--- src/rtl/rj_phase_monitor.sv ---
// Sequence checker for a ring/Johnson counter: decodes phase, tracks lock,
// flags faults while locked and counts completed revolutions.
module rj_phase_monitor #(
  parameter int unsigned WIDTH    = 4,
  parameter int unsigned LOCK_CNT = 2,
  parameter int unsigned REV_W    = 8,
  parameter int unsigned ERR_W    = 8,
  localparam int unsigned PW      = $clog2(2 * WIDTH)
) (
  input  logic             clk,
  input  logic             rst,
  input  logic [WIDTH-1:0] q,
  input  logic             rj,
  input  logic             clr,
  output logic [PW-1:0]    phase,
  output logic             locked,
  output logic             err,
  output logic [ERR_W-1:0] err_cnt,
  output logic             rev_pulse,
  output logic [REV_W-1:0] rev_cnt
);

  localparam int unsigned MW = $clog2(LOCK_CNT + 1);

  typedef enum logic [1:0] {StSearch, StTrack, StLocked} state_e;

  function automatic logic [WIDTH-1:0] next_code(input logic [WIDTH-1:0] x, input logic m);
    return m ? {x[WIDTH-2:0], ~x[WIDTH-1]} : {x[WIDTH-2:0], x[WIDTH-1]};
  endfunction

  function automatic logic is_legal(input logic [WIDTH-1:0] x, input logic m);
    logic             ok;
    logic [WIDTH-1:0] ones;
    logic [WIDTH-1:0] mask;
    ok   = 1'b0;
    ones = '1;
    if (m) begin
      // Johnson codes are a low-aligned run of ones or its complement.
      for (int unsigned k = 0; k <= WIDTH; k++) begin
        mask = ~(ones << k);
        if (x == mask || x == ~mask) ok = 1'b1;
      end
    end else begin
      ok = ($countones(x) == 1);
    end
    return ok;
  endfunction

  function automatic logic [PW-1:0] decode(input logic [WIDTH-1:0] x, input logic m);
    int unsigned p;
    int unsigned pc;
    p  = 0;
    pc = $countones(x);
    if (m) begin
      p = x[0] ? pc : (2 * WIDTH - pc) % (2 * WIDTH);
    end else begin
      for (int unsigned i = 0; i < WIDTH; i++) begin
        if (x[i]) p = i;
      end
    end
    return PW'(p);
  endfunction

  // Stage 1 sample registers
  logic [WIDTH-1:0] q_s, q_p;
  logic             rj_s, rj_p;

  always_ff @(posedge clk or negedge rst) begin
    if (!rst) begin
      q_s  <= '0;
      q_p  <= '0;
      rj_s <= 1'b0;
      rj_p <= 1'b0;
    end else begin
      q_s  <= q;
      q_p  <= q_s;
      rj_s <= rj;
      rj_p <= rj_s;
    end
  end

  // Stage 2 evaluation
  state_e           state_q, state_d;
  logic [MW-1:0]    mcnt_q, mcnt_d;
  logic [PW-1:0]    phase_q, phase_d;
  logic             err_q, err_d;
  logic             rev_q, rev_d;
  logic [ERR_W-1:0] err_cnt_q, err_cnt_d;
  logic [REV_W-1:0] rev_cnt_q, rev_cnt_d;

  logic             legal, match, mode_chg;
  logic [WIDTH-1:0] last_code, reset_code;

  assign legal      = is_legal(q_s, rj_s);
  assign match      = (q_s == next_code(q_p, rj_s));
  assign mode_chg   = (rj_s != rj_p);
  assign last_code  = {1'b1, {(WIDTH-1){1'b0}}};
  assign reset_code = rj_s ? '0 : {{(WIDTH-1){1'b0}}, 1'b1};

  always_comb begin
    state_d   = state_q;
    mcnt_d    = mcnt_q;
    err_d     = 1'b0;
    rev_d     = 1'b0;
    phase_d   = legal ? decode(q_s, rj_s) : phase_q;

    if (mode_chg) begin
      // A mode switch is a deliberate restart, not a fault.
      state_d = StSearch;
      mcnt_d  = '0;
    end else begin
      case (state_q)
        StSearch: begin
          if (legal) begin
            state_d = StTrack;
            mcnt_d  = '0;
          end
        end
        StTrack: begin
          if (!legal) begin
            state_d = StSearch;
            mcnt_d  = '0;
          end else if (match) begin
            mcnt_d = mcnt_q + 1'b1;
            if (mcnt_d == MW'(LOCK_CNT)) state_d = StLocked;
          end else begin
            mcnt_d = '0;
          end
        end
        StLocked: begin
          if (legal && match) begin
            rev_d = (q_p == last_code) && (q_s == reset_code);
          end else begin
            err_d   = 1'b1;
            mcnt_d  = '0;
            state_d = legal ? StTrack : StSearch;
          end
        end
        default: begin
          state_d = StSearch;
          mcnt_d  = '0;
        end
      endcase
    end

    if (clr) begin
      err_cnt_d = '0;
      rev_cnt_d = '0;
    end else begin
      err_cnt_d = (err_d && err_cnt_q != '1) ? err_cnt_q + 1'b1 : err_cnt_q;
      rev_cnt_d = rev_d ? rev_cnt_q + 1'b1 : rev_cnt_q;
    end
  end

  always_ff @(posedge clk or negedge rst) begin
    if (!rst) begin
      state_q   <= StSearch;
      mcnt_q    <= '0;
      phase_q   <= '0;
      err_q     <= 1'b0;
      rev_q     <= 1'b0;
      err_cnt_q <= '0;
      rev_cnt_q <= '0;
    end else begin
      state_q   <= state_d;
      mcnt_q    <= mcnt_d;
      phase_q   <= phase_d;
      err_q     <= err_d;
      rev_q     <= rev_d;
      err_cnt_q <= err_cnt_d;
      rev_cnt_q <= rev_cnt_d;
    end
  end

  assign phase     = phase_q;
  assign locked    = (state_q == StLocked);
  assign err       = err_q;
  assign err_cnt   = err_cnt_q;
  assign rev_pulse = rev_q;
  assign rev_cnt   = rev_cnt_q;

endmodule

--- config.mk ---
export PLATFORM = sky130hd
export DESIGN_NAME = rj_phase_monitor
export DESIGN_NICKNAME = d
export VERILOG_FILES = /design/src/rtl/rj_phase_monitor.sv
export SDC_FILE = /design/constraint.sdc
export NUM_CORES = 1
export LEC_CHECK = 0
export ABC_AREA = 1
export CAP_MARGIN = 20
export CORE_MARGIN = 5
export CORE_UTILIZATION = 54
export DETAILED_ROUTE_END_ITERATION = 8
export PLACE_DENSITY = 0.79
export SETUP_SLACK_MARGIN = 0.2
export SLEW_MARGIN = 10
export SYNTH_ARGS = -nofsm -noshare
export SYNTH_HDL_FRONTEND = slang
export SYNTH_SLANG_ARGS = --single-unit
--- constraint.sdc ---
create_clock -name clk -period 3.7 [get_ports clk]
set_clock_uncertainty 0.1 [all_clocks]
set_input_delay 0.74 -clock clk [delete_from_list [all_inputs] [get_ports clk]]
set_output_delay 0.74 -clock clk [all_outputs]
set_load 0.01 [all_outputs]
# == Word-level counts from Yosys, hierarchy flattened ==
# Cells that the tools add are included.
# Widths: inputs -> output; s select.
# word_totals
in_bits,8
reg_bits,35
# classes
n_bitwise,1
reduce_logical,13
n_addsub,7
eq_ne,20
n_mux,36
# ops
operator,count
$eq 32x2->1 const B,1
$mux 8,4
$mux 2,11
$eq 4x4->1 const B,5
$add 8x1->8 const B,2
$mux 1,15
$mux 3,4
$pmux 2 s3,2
$ne 4x4->1 const B,2
$ne 8x8->1 const B,1
$ne 3x3->1 const B,2
$add 1x1->2,2
$eq 2x2->1 const B,2
$eq 4x1->1,1
$eq 4x1->1 const B,1
$eq 4x2->1 const B,1
$eq 4x3->1 const B,1
$eq 4x4->1,1
$logic_not 4->1,1
$logic_or 1x1->1,4
$reduce_and 4->1,1
$reduce_bool 2->1,2
$add 2x2->3,1
$logic_and 1x1->1,3
other kinds (7),7

# == Depth between registers and ports, before layout ==
# depth
ltp_word,14
mapped_depth,14
depth_no_buf,14

# == Worst setup path before layout ==
# No wires, ideal clock.
# synth_path
path_kind,register to register
startpoint,register q_s[0]
endpoint,"register err_cnt_q[1], in the netlist err_cnt[1]"
setup_ns,0.118
path_buffers,0
period_less_slack_ns,2.703
required_time_ns,3.482
path_slack_ns,0.997
path_stages_with_launch,15
arrival_ns,2.485
cell_sequence,dfrtp_1 inv_1 fa_1 inv_1 ha_1 ha_1 inv_1 ha_1 nand3b_1 nand2_2 nand2_2 nand3_4 nand2_4 nand2_1 nand2_1
# synth_between
elab_chain_cells,13
# synth_lines
item,line,text
start: declaration,65,"logic [WIDTH-1:0] q_s, q_p;"
start signal: assignment,75,q_s <= q;
"parallel branches: the longest is 7 deep, another holds $add 2x2->3",n/a,
$logic_and 1x1->1 *,131,if (legal && match) begin
$mux 1 *,131,
$mux 1 *,112,case (state_q)
$mux 1 *,107,if (mode_chg) begin
$logic_and 1x1->1 *,150,err_cnt_d = (err_d && err_cnt_q != '1) ? err_cnt_q + 1'b1 : err_cnt_q;
$reduce_bool 2->1 (no source line) *,n/a,
end signal: assignment,170,err_cnt_q <= err_cnt_d;
end: declaration,88,"logic [ERR_W-1:0] err_cnt_q, err_cnt_d;"
# Every way passes the cells marked *.
# A chain may end at the register's enable or synchronous reset.

# == Worst setup path after layout ==
# Ends and elaborated chain as after synthesis.

==> results.py <==
metrics = {
    "timing": {
        "max_freq_mhz": 330.7,
        "setup_ws_ps": 675.9,
        "setup_viol": 0,
        "period_share_pct": 81.73,
        "slew_viol_final": 0,
        "period_minus_slack_ps": 3024,
        "slew_headroom_pct": 71.06,
        "final_hold_viol_count": 0,
        "worst_pin_slew_ps": 434.1,
        "grt_setup_unrepaired": "no",
        "setup-tns-final_ps": 0,
    },
    "critical_path": {
        "cp_top_family": "adder cells",
        "path_class": "reg -> reg",
        "start_kind": "register",
        "endpoint_kind": "register",
        "required_ps": 3790,
        "path_max_fanout": 9,
        "crit_chain": "inv_1 -> fa_1 -> inv_1 -> ha_1 -> ha_1 -> inv_1 -> ha_1 -> nand3b_1 -> nand2_2 -> nand2_2 -> nand3_4 -> nand2_4 -> nand2_1 -> nand2_1",
        "max_stage_delay_ps": 560,
        "path_buf_inv": 3,
        "cp_slowest_cell": "fa_1",
        "arrival_ps": 3110,
    },
    "clock_tree": {
        "postCtsSetupBuffers": 0,
        "htreeDepth": 2,
        "clkTransAtPathRegs_ps": 70,
        "cts_tree": "done",
        "cts_resized": 0,
        "clock_sinks": 35,
        "postCtsHoldBufs": 0,
        "clkLatencyLatePin_ps": 290,
        "cts-root-buf": "clkbuf_8",
        "clk_path_buf_depth": 2,
        "cts_buffers": 5,
    },
    "routing": {
        "wl_met2_um": 2001,
        "drc": 0,
        "avgRoutedWirePerCell_um": 12.32,
        "first_pass_iters": 4,
        "wirelength_um": 4188,
        "vias_per_cell": 5.138,
        "postRouteAntennaNets": 0,
        "dr_wl_met3_um": 166,
        "wl_met1_um": 1935,
        "vias": 1747,
        "highest_layer": "met4",
        "drt_iter0_drc": 118,
    },
    "placement": {
        "place_ws_ps": 679.3,
        "place.gp.congestion": 0.8455,
        "placed_cell_area_um2": 2420,
        "dp_hpwl_um": 3106,
        "portBuffers": 29,
    },
    "logic_synthesis": {
        "synth_cells": 255,
        "syn_nets": 275,
        "syn-cell-area_um2": 2059,
        "ys_ff_latch": 35,
        "ys_warn_count": 0,
        "yosysSeqAreaShare_pct": 42.53,
        "yosysUniqueCellTypes": 33,
        "syn_avg_cell_area_um2": 8.076,
    },
    "die": {
        "initial_core_util_pct": 55.83,
        "rows": 22,
        "die_height_um": 71.76,
        "core-area_um2": 3689,
        "dieArea_um2": 5149,
        "die_w_um": 71.76,
        "io_pins": 30,
    },
    "global_route": {
        "grt_pass1_vias": 1667,
        "grt_max_degree": 36,
        "grt_usage_pct": 17.65,
        "antenna_found_initial": 0,
        "overflow": 0,
        "grt_pass1_wl_um": 7238,
    },
    "cells_and_area": {
        "fill_cells": 322,
        "multi_input_comb_area_um2": 1070,
        "ff_latch_area_um2": 875.8,
        "final_util_pct": 68.79,
        "diodes": 0,
        "mostFrequentLayoutCell": "nand2_1",
        "final_cell_mix": "71 x nand2_1, 35 x dfrtp_1, 29 x nand3_1, 29 x clkdlybuf4s50_1, 27 x nor2_1",
        "areaGrowthSynthToFinish_pct": 23.21,
        "drive_above_1_share_pct": 9.932,
        "fin_area_um2": 2537,
        "nets": 311,
    },
    "status": {
        "status": "complete, no violations",
    },
    "pwr": {
        "leakagePower_uw": 0.001257,
        "irDropWorstVdd_mv": 0.2996,
        "power_density_nw_per_um2": 382.3,
    },
    "worst_hold_path": {
        "hold_path_class": "reg -> reg",
    },
    "run": {
        "max-cap-violations": 0,
    },
}
[power by group]
group | leakage (uW) | switching, uW | internal [uW]
clock network | 0.0000612 | 140 | 218
logic | 0.000742 | 95.6 | 79.8
registers | 0.000454 | 27.9 | 409
total | 0.00126 | 264 | 706
[stage by stage]
stage / hold slack, ps / power, uW / std cells
after floorplan: 336.8 / 540.5 / 255
after global placement: 372.7 / 613.7 / 332
after detailed placement: 383.8 / 620.1 / 332
after CTS: 395.2 / 980.8 / 340
after global routing: 411.1 / 1026 / 340
final: 391.6 / 970.1 / 340
[worst reg2reg max path: cells and delay by family, from the launching register on]
family,cells,cell delay [ps]
and+or+nand+nor,7,830
DFF,1,520
adders and majority gates,4,1150
buffers and inverters,3,330
[synth_stat cells]
cell type | number | area [um2]
a21boi_0 | 1 | 7.510
clkinv_1 | 1 | 3.750
o211ai_1 | 2 | 15.01
nand3b_1 | 1 | 7.510
nor3_1 | 5 | 25.02
buf_2 | 1 | 5.000
o21ai_0 | 4 | 20.02
nand2_1 | 71 | 266.5
xnor2_1 | 6 | 52.55
inv_1 | 22 | 82.58
a31oi_1 | 1 | 6.260
or2_2 | 1 | 6.260
inv_2 | 4 | 15.01
nor2_8 | 1 | 20.02
a21o_1 | 1 | 7.510
nand2_4 | 3 | 33.78
dfrtp_1 | 35 | 875.8
nand3_4 | 1 | 17.52
nor4_1 | 1 | 6.260
nor2_2 | 1 | 6.260
fa_1 | 1 | 20.02
nor3b_1 | 2 | 15.01
ha_1 | 11 | 137.6
nand3_1 | 29 | 145.1
nand4_1 | 2 | 12.51
a21oi_1 | 2 | 10.01
o21ai_1 | 3 | 15.01
xor2_1 | 6 | 52.55
nand4_4 | 1 | 21.27
nand3_2 | 1 | 10.01
nand2_2 | 5 | 31.28
nor2_1 | 27 | 101.4
clkbuf_1 | 2 | 7.510
[sequential cells by signal, indices dropped and copies added, names as in the netlist]
name       flops
q_p            4
rev_pulse      1
err            1
state_q        2
q_s            4
mcnt_q         2
rj_s           1
rj_p           1
rev_cnt        8
phase          3
err_cnt        8
[cells by family (layout without fill, tap and decap cells)]
family / Yosys count / in the layout / share of synthesized area (%)
buffers and inverters: 30 / 67 / 5.528
XOR/XNOR: 12 / 12 / 5.103
flip-flops: 35 / 35 / 42.53
AND/OR/NAND/NOR: 152 / 152 / 35.24
AO/OA/AOI/OAI: 14 / 14 / 3.949
adder cells (fa/ha/maj): 12 / 12 / 7.655
[per-layer routing]
metal  up-vias  track usage, %
met2        35           28.78
met3        10           4.488
li1        893               -
met4         0           7.098
met5         -               0
met1       809           22.31
[worst paths after layout]
check | startpoint | endpoint | slack (ps) | depth (start not counted)
max in group asynchronous | rst | q_p[3] | 2430 | 2
hold / removal | mcnt_q[0] | mcnt_q[0] | 390 | 1
setup / recovery | q_s[0] | err_cnt[1] | 680 | 14
min in group asynchronous | rst | err_cnt[1] | 750 | 2
hold reg to reg | mcnt_q[0] | mcnt_q[0] | 390 | 1
setup reg to reg | q_s[0] | err_cnt[1] | 680 | 14
[area by class of cell]
cell class                 count  share of cell area [%]
sequential                    35                   34.52
tap                           48                   2.367
clock inverter                 2                   1.381
multi-input combinational    190                   42.16
clock buffer                   6                   3.254
timing repair buffer          32                   12.33
inverter                      27                   3.994
Power figures use the tool's default switching activity.
